**src/rtl/alu_arbiter.sv**
```systemverilog
// alu_arbiter: shares one ALU between two valid/ready requesters and holds each
// result in a per-requester response slot until the requester accepts it.
// Build option: define ALU_ARB_RR_EN for round-robin arbitration. When it is
// undefined, requester 0 has fixed priority and there is no rr_ptr register.

package rv32i_types;
  typedef enum logic [2:0] {
    alu_add = 3'b000,
    alu_sll = 3'b001,
    alu_sra = 3'b010,
    alu_sub = 3'b011,
    alu_xor = 3'b100,
    alu_srl = 3'b101,
    alu_or  = 3'b110,
    alu_and = 3'b111
  } alu_ops;
endpackage

// Shared ALU. slts turns sra into a signed compare and sub into an unsigned compare.
module alu
  import rv32i_types::*;
(
  input  alu_ops      aluop,
  input  logic [31:0] a,
  input  logic [31:0] b,
  input  logic        slts,
  output logic [31:0] f
);

  // Purely combinational operation select
  always_comb begin
    f = '0;
    case (aluop)
      alu_add: f = a + b;
      alu_sll: f = a << b[4:0];
      alu_sra: f = slts ? {31'b0, $signed(a) < $signed(b)}
                        : 32'($signed(a) >>> b[4:0]);
      alu_sub: f = slts ? {31'b0, a < b} : a - b;
      alu_xor: f = a ^ b;
      alu_srl: f = a >> b[4:0];
      alu_or:  f = a | b;
      alu_and: f = a & b;
      default: f = '0;
    endcase
  end

endmodule

module alu_arbiter
  import rv32i_types::*;
#(
  parameter int unsigned ID_W = 4
) (
  input  logic            clk,
  input  logic            rst,

  input  logic            req0_valid,
  output logic            req0_ready,
  input  logic [2:0]      req0_aluop,
  input  logic [31:0]     req0_a,
  input  logic [31:0]     req0_b,
  input  logic            req0_slts,
  input  logic [ID_W-1:0] req0_id,

  input  logic            req1_valid,
  output logic            req1_ready,
  input  logic [2:0]      req1_aluop,
  input  logic [31:0]     req1_a,
  input  logic [31:0]     req1_b,
  input  logic            req1_slts,
  input  logic [ID_W-1:0] req1_id,

  output logic            resp0_valid,
  input  logic            resp0_ready,
  output logic [31:0]     resp0_data,
  output logic [ID_W-1:0] resp0_id,

  output logic            resp1_valid,
  input  logic            resp1_ready,
  output logic [31:0]     resp1_data,
  output logic [ID_W-1:0] resp1_id
);

  localparam int unsigned DATA_W = 32;

  logic              elig0, elig1;
  logic              grant0, grant1;
  logic [2:0]        alu_op_sel;
  logic [DATA_W-1:0] alu_a_sel, alu_b_sel, alu_f;
  logic              alu_slts_sel;

  logic              resp0_valid_q, resp1_valid_q;
  logic [DATA_W-1:0] resp0_data_q, resp1_data_q;
  logic [ID_W-1:0]   resp0_id_q, resp1_id_q;

  // A full slot only blocks its own requester, and only if it is not draining now
  always_comb begin
    elig0 = req0_valid && (!resp0_valid_q || resp0_ready);
    elig1 = req1_valid && (!resp1_valid_q || resp1_ready);
  end

`ifdef ALU_ARB_RR_EN
  logic rr_ptr_q;

  // Round-robin: on a tie the pointer picks the winner
  always_comb begin
    grant0 = 1'b0;
    grant1 = 1'b0;
    if (!rst) begin
      grant0 = elig0 && (!elig1 || !rr_ptr_q);
      grant1 = elig1 && (!elig0 ||  rr_ptr_q);
    end
  end

  // Pointer moves to the other requester after every grant, holds otherwise
  always_ff @(posedge clk) begin
    if (rst) begin
      rr_ptr_q <= 1'b0;
    end else if (grant0) begin
      rr_ptr_q <= 1'b1;
    end else if (grant1) begin
      rr_ptr_q <= 1'b0;
    end
  end
`else
  // Fixed priority: requester 1 only gets the ALU when requester 0 cannot use it
  always_comb begin
    grant0 = 1'b0;
    grant1 = 1'b0;
    if (!rst) begin
      grant0 = elig0;
      grant1 = elig1 && !elig0;
    end
  end
`endif

  assign req0_ready = grant0;
  assign req1_ready = grant1;

  // ALU operands follow the granted requester; requester 0 when idle
  always_comb begin
    alu_op_sel   = req0_aluop;
    alu_a_sel    = req0_a;
    alu_b_sel    = req0_b;
    alu_slts_sel = req0_slts;
    if (grant1) begin
      alu_op_sel   = req1_aluop;
      alu_a_sel    = req1_a;
      alu_b_sel    = req1_b;
      alu_slts_sel = req1_slts;
    end
  end

  alu u_alu (
    .aluop (alu_ops'(alu_op_sel)),
    .a     (alu_a_sel),
    .b     (alu_b_sel),
    .slts  (alu_slts_sel),
    .f     (alu_f)
  );

  // Response slot 0: a new grant overwrites, an accept without grant empties
  always_ff @(posedge clk) begin
    if (rst) begin
      resp0_valid_q <= 1'b0;
      resp0_data_q  <= '0;
      resp0_id_q    <= '0;
    end else if (grant0) begin
      resp0_valid_q <= 1'b1;
      resp0_data_q  <= alu_f;
      resp0_id_q    <= req0_id;
    end else if (resp0_valid_q && resp0_ready) begin
      resp0_valid_q <= 1'b0;
    end
  end

  // Response slot 1: same policy as slot 0
  always_ff @(posedge clk) begin
    if (rst) begin
      resp1_valid_q <= 1'b0;
      resp1_data_q  <= '0;
      resp1_id_q    <= '0;
    end else if (grant1) begin
      resp1_valid_q <= 1'b1;
      resp1_data_q  <= alu_f;
      resp1_id_q    <= req1_id;
    end else if (resp1_valid_q && resp1_ready) begin
      resp1_valid_q <= 1'b0;
    end
  end

  assign resp0_valid = resp0_valid_q;
  assign resp0_data  = resp0_data_q;
  assign resp0_id    = resp0_id_q;
  assign resp1_valid = resp1_valid_q;
  assign resp1_data  = resp1_data_q;
  assign resp1_id    = resp1_id_q;

endmodule

```
**config.mk**
```make
export PLATFORM = sky130hd
export DESIGN_NAME = alu_arbiter
export DESIGN_NICKNAME = d
export VERILOG_FILES = /design/src/rtl/alu_arbiter.sv
export SDC_FILE = /design/constraint.sdc
export NUM_CORES = 1
export LEC_CHECK = 0
export ABC_CLOCK_PERIOD_IN_PS = 16900
export CORE_MARGIN = 10
export CORE_UTILIZATION = 35
export CTS_CLUSTER_DIAMETER = 100
export DETAILED_ROUTE_END_ITERATION = 8
export PLACE_DENSITY = 0.6
export SLEW_MARGIN = 10
export SYNTH_ARGS = -nofsm -noshare
export SYNTH_HDL_FRONTEND = slang
export SYNTH_SLANG_ARGS = --single-unit
```
**constraint.sdc**
```tcl
create_clock -name clk -period 16.9 [get_ports clk]
set_clock_uncertainty 0.1 [all_clocks]
set_input_delay 1.69 -clock clk [delete_from_list [all_inputs] [get_ports clk]]
set_output_delay 1.69 -clock clk [all_outputs]
set_load 0.05 [all_outputs]
```
==> metrics.md <==
| Metric | Value |
|---|---|
| Status | finished clean |
| Clock latency on the worst-skew pair | approximately 0.34 ns |
| DR iter-0 viols | between 2000 and 2500 |
| Final setup fails | 0 |
| Setup WS post-layout | 8.58 ns |
| Initial Util | 0.356 |
| CTS Root Cell | clkbuf_16 |
| Kind of end point of the critical path | flop |
| Startpoint Class | input pin |
| Leakage Power | 7.37 nW |
| Register area share after synthesis | 0.0982 |
| Largest net degree at the start of global routing | slightly above 70 |
| Vias in the first global route | roughly 17000 |
| WP buf/inv | 6 |
| Synth area leader | mux2i_1 |
| Worst slack, placed | 8.43 ns |
| Synth-to-layout area growth | 18.3% |
| Yosys reg bits | between 70 and 80 |
| Layout fillers | between 4000 and 5000 |
| CP peak stage delay | 0.95 ns |
| CTS H-tree lvls | 3 |
| Unrepaired setup endpoints after global routing | false |
| CP max FO | slightly above 70 |
| Crit-path slowest cell | o31ai_1 |
| Via density | 6.12 |
| Final period util | 0.492 |
| Synth top area share | 0.116 |
| GP Congestion | between 1 and 1.5 |
| Synthesized net count | around 2500 |
| Initial antenna violation count | 2 |
| Max Cap Violations | 0 |
| Core box area | between 40000 and 50000 µm² |
| CTS Buf Count | 9 |
| CP top delay family | buffers and inverters |
| Mapped Area | between 15000 and 20000 µm² |
| Setup Total Neg Slack | 0 ns |
| Proportion of power drawn by the clock network | 0.174 |
| Hold buffers post-CTS | 0 |
| DRT antenna net count | 0 |
| Yosys cell types | 94 |
| Sw Share | 0.514 |
| Width of the die | roughly 230 µm |
| Fin. Hold Viols | 0 |
| Arr. time, crit path | around 8.4 ns |
| Post-Route WL | roughly 77000 µm |
| Top_reg_cell synth | dfxtp_1 |
| Area contributors post-synth | mux2i_1 (12%), dfxtp_1 (9.8%), nand2_1 (9.2%) |
| Worst slew pin tran | 1.25 ns |
| Top-count cell post-synth | nand2_1 |
| Top cell by count, worst path | buf_4 |
| WP data required | 16.99 ns |
| Clk slew on worst S/H paths | about 0.060 ns |
| Logic gate share of total power | 0.655 |
| Die Y | 228 µm |
| TritonRoute pass-1 iters | 8 |
| I/O pin cnt | approximately 230 |
| Worst path cell trace | buf_2, buf_4, nor2b_2, o211ai_4, buf_4, buf_4, buf_4, mux2i_4, buf_4, ha_1, o21bai_1, nor2_1, mux2i_1, a21oi_1, o31ai_1, o21ai_0, nand2_1, o22ai_1, a211oi_1, a211oi_1 |
| Fmax | 120 MHz |
| Routed wire length per instance | ~27 µm |
| Syn Inst Count | around 2200 |
| Worst vdd ir | 0.0419 mV |
| Clk buf depth | 2 |
| Max-slew violation count | 0 |
| Setup repair bufs after CTS | 0 |
| EDFF count, synth | 0 |
| Crit path kind | in -> reg |
| Row count | 75 |
| # DRC | 0 |
| Post-cts resize count | 0 |
| Sequential Power Share | 0.171 |
| Syn avg cell area | 6.81 µm² |
| HP Class | reg -> reg |
| PwrDens | around 64 nW/µm² |
| Asr flop ratio synth | 0 |
| TritonCTS clock tree | built |
| Psw | 0.592 mW |
| Gr usage total | 0.287 |
| GRT Residual Overflow | 0 |
| Final min period | between 8 and 9 ns |
| Layout cells sized above 1 | 0.0824 |
| Die area | roughly 52000 µm² |
| Sink Count | 74 |
| Commonest cells in the netlist | nand2_1 (370), nor2_1 (256), mux2i_1 (175) |
| Overall Power | 1.15 mW |
| Nets | around 2600 |
| YS warnings | 0 |
| IO buf count | 225 |
| Int Pwr | 0.559 mW |
| Worst slew margin | 0.143 |
| Via count | between 15000 and 20000 |
| First-pass GRT wire length | roughly 110000 µm |
| HPWL Detailed | slightly above 60000 µm |
[state kept, by name, summed over array words and instances, names as in the netlist]
name,count
resp1_data,32
resp0_id,4
resp1_id,4
resp0_data,32
resp0_valid,1
resp1_valid,1
[power groups by stage]
stage | clock network, mW | registers [mW] | logic, mW
2_1_floorplan | 0 | 0.247 | 0.421
3_3_place_gp | 0 | 0.200 | 0.733
3_5_place_dp | 0 | 0.201 | 0.735
4_1_cts | 0.205 | 0.197 | 0.738
5_1_grt | 0.211 | 0.198 | 0.800
6_report | 0.201 | 0.197 | 0.753
[per-stage QoR]
step	cell area (µm²)	utilization	hold WS [ns]	instances
2_1_floorplan	15100	-	0.570	2216
3_3_place_gp	17500	0.414	0.336	2880
3_5_place_dp	17500	0.414	0.346	2880
4_1_cts	17800	0.422	0.355	2896
5_1_grt	17800	0.422	0.369	2896
6_report	17800	0.422	0.351	2897
[final cells by class]
type | instances | area (µm²) | area share
multi-input cells | 1862 | 12400 | 0.697
diodes | 1 | 2.50 | 0.000140
clock buffers | 10 | 239 | 0.0134
well taps | 577 | 722 | 0.0404
inverters | 108 | 410 | 0.0230
flip-flops and latches | 74 | 1480 | 0.0830
repair buffers | 259 | 2490 | 0.140
clock inverters | 6 | 66.3 | 0.00372
[logic make-up after synthesis]
family | after synthesis | synth area share
mux | 276 | 0.207
compound gates | 610 | 0.274
flops | 74 | 0.0982
buf+inv | 280 | 0.0796
fa+ha+maj | 98 | 0.0818
simple gates | 858 | 0.248
xor+xnor | 20 | 0.0116
[layout by cell type (no fill, tap or decap), drive strengths merged, types with 19 or more instances in the layout]
master         count
nand2            370
nor2             256
clkdlybuf4s50    221
mux2i            177
a21oi            151
o21ai            108
inv              107
ha                97
mux2              80
a211oi            79
dfxtp             74
nor3              57
nand3             47
buf               38
o211ai            35
nor2b             27
a31oi             25
o31ai             22
o22ai             21
mux4              19
[layer usage]
metal	GRT usage	part of all wire
met1	0.391	0.44
met2	0.452	0.44
met3	0.0345	0.074
met4	0.113	0.041
met5	0	0.00039
[path summary, 6_finish.rpt]
check	startpoint	to	slack, ns	depth (start not counted)
hold reg to reg	resp1_id[0]$_SDFFE_PP0N_	resp1_id[0]$_SDFFE_PP0N_	0.35	2
hold / removal	resp1_id[0]$_SDFFE_PP0N_	resp1_id[0]$_SDFFE_PP0N_	0.35	2
setup reg to reg	resp0_valid$_SDFFE_PP0P_	resp1_data[29]$_SDFFE_PP0N_	10.19	18
setup / recovery	rst	resp1_data[29]$_SDFFE_PP0N_	8.58	20
[worst reg2reg max path: stages, from the launching register on]
cell      delay [ns]
dfxtp_1         0.32
nor2b_4         0.15
o211ai_4        0.22
buf_4           0.36
buf_4           0.60
buf_4           0.65
mux2i_4         0.36
buf_4           0.54
ha_1            0.38
o21bai_1        0.19
nor2_1          0.07
mux2i_1         0.45
a21oi_1         0.23
o31ai_1         0.95
o21ai_0         0.30
nand2_1         0.14
o22ai_1         0.07
a211oi_1        0.36
a211oi_1        0.14
(Power assumes the default switching activity.)
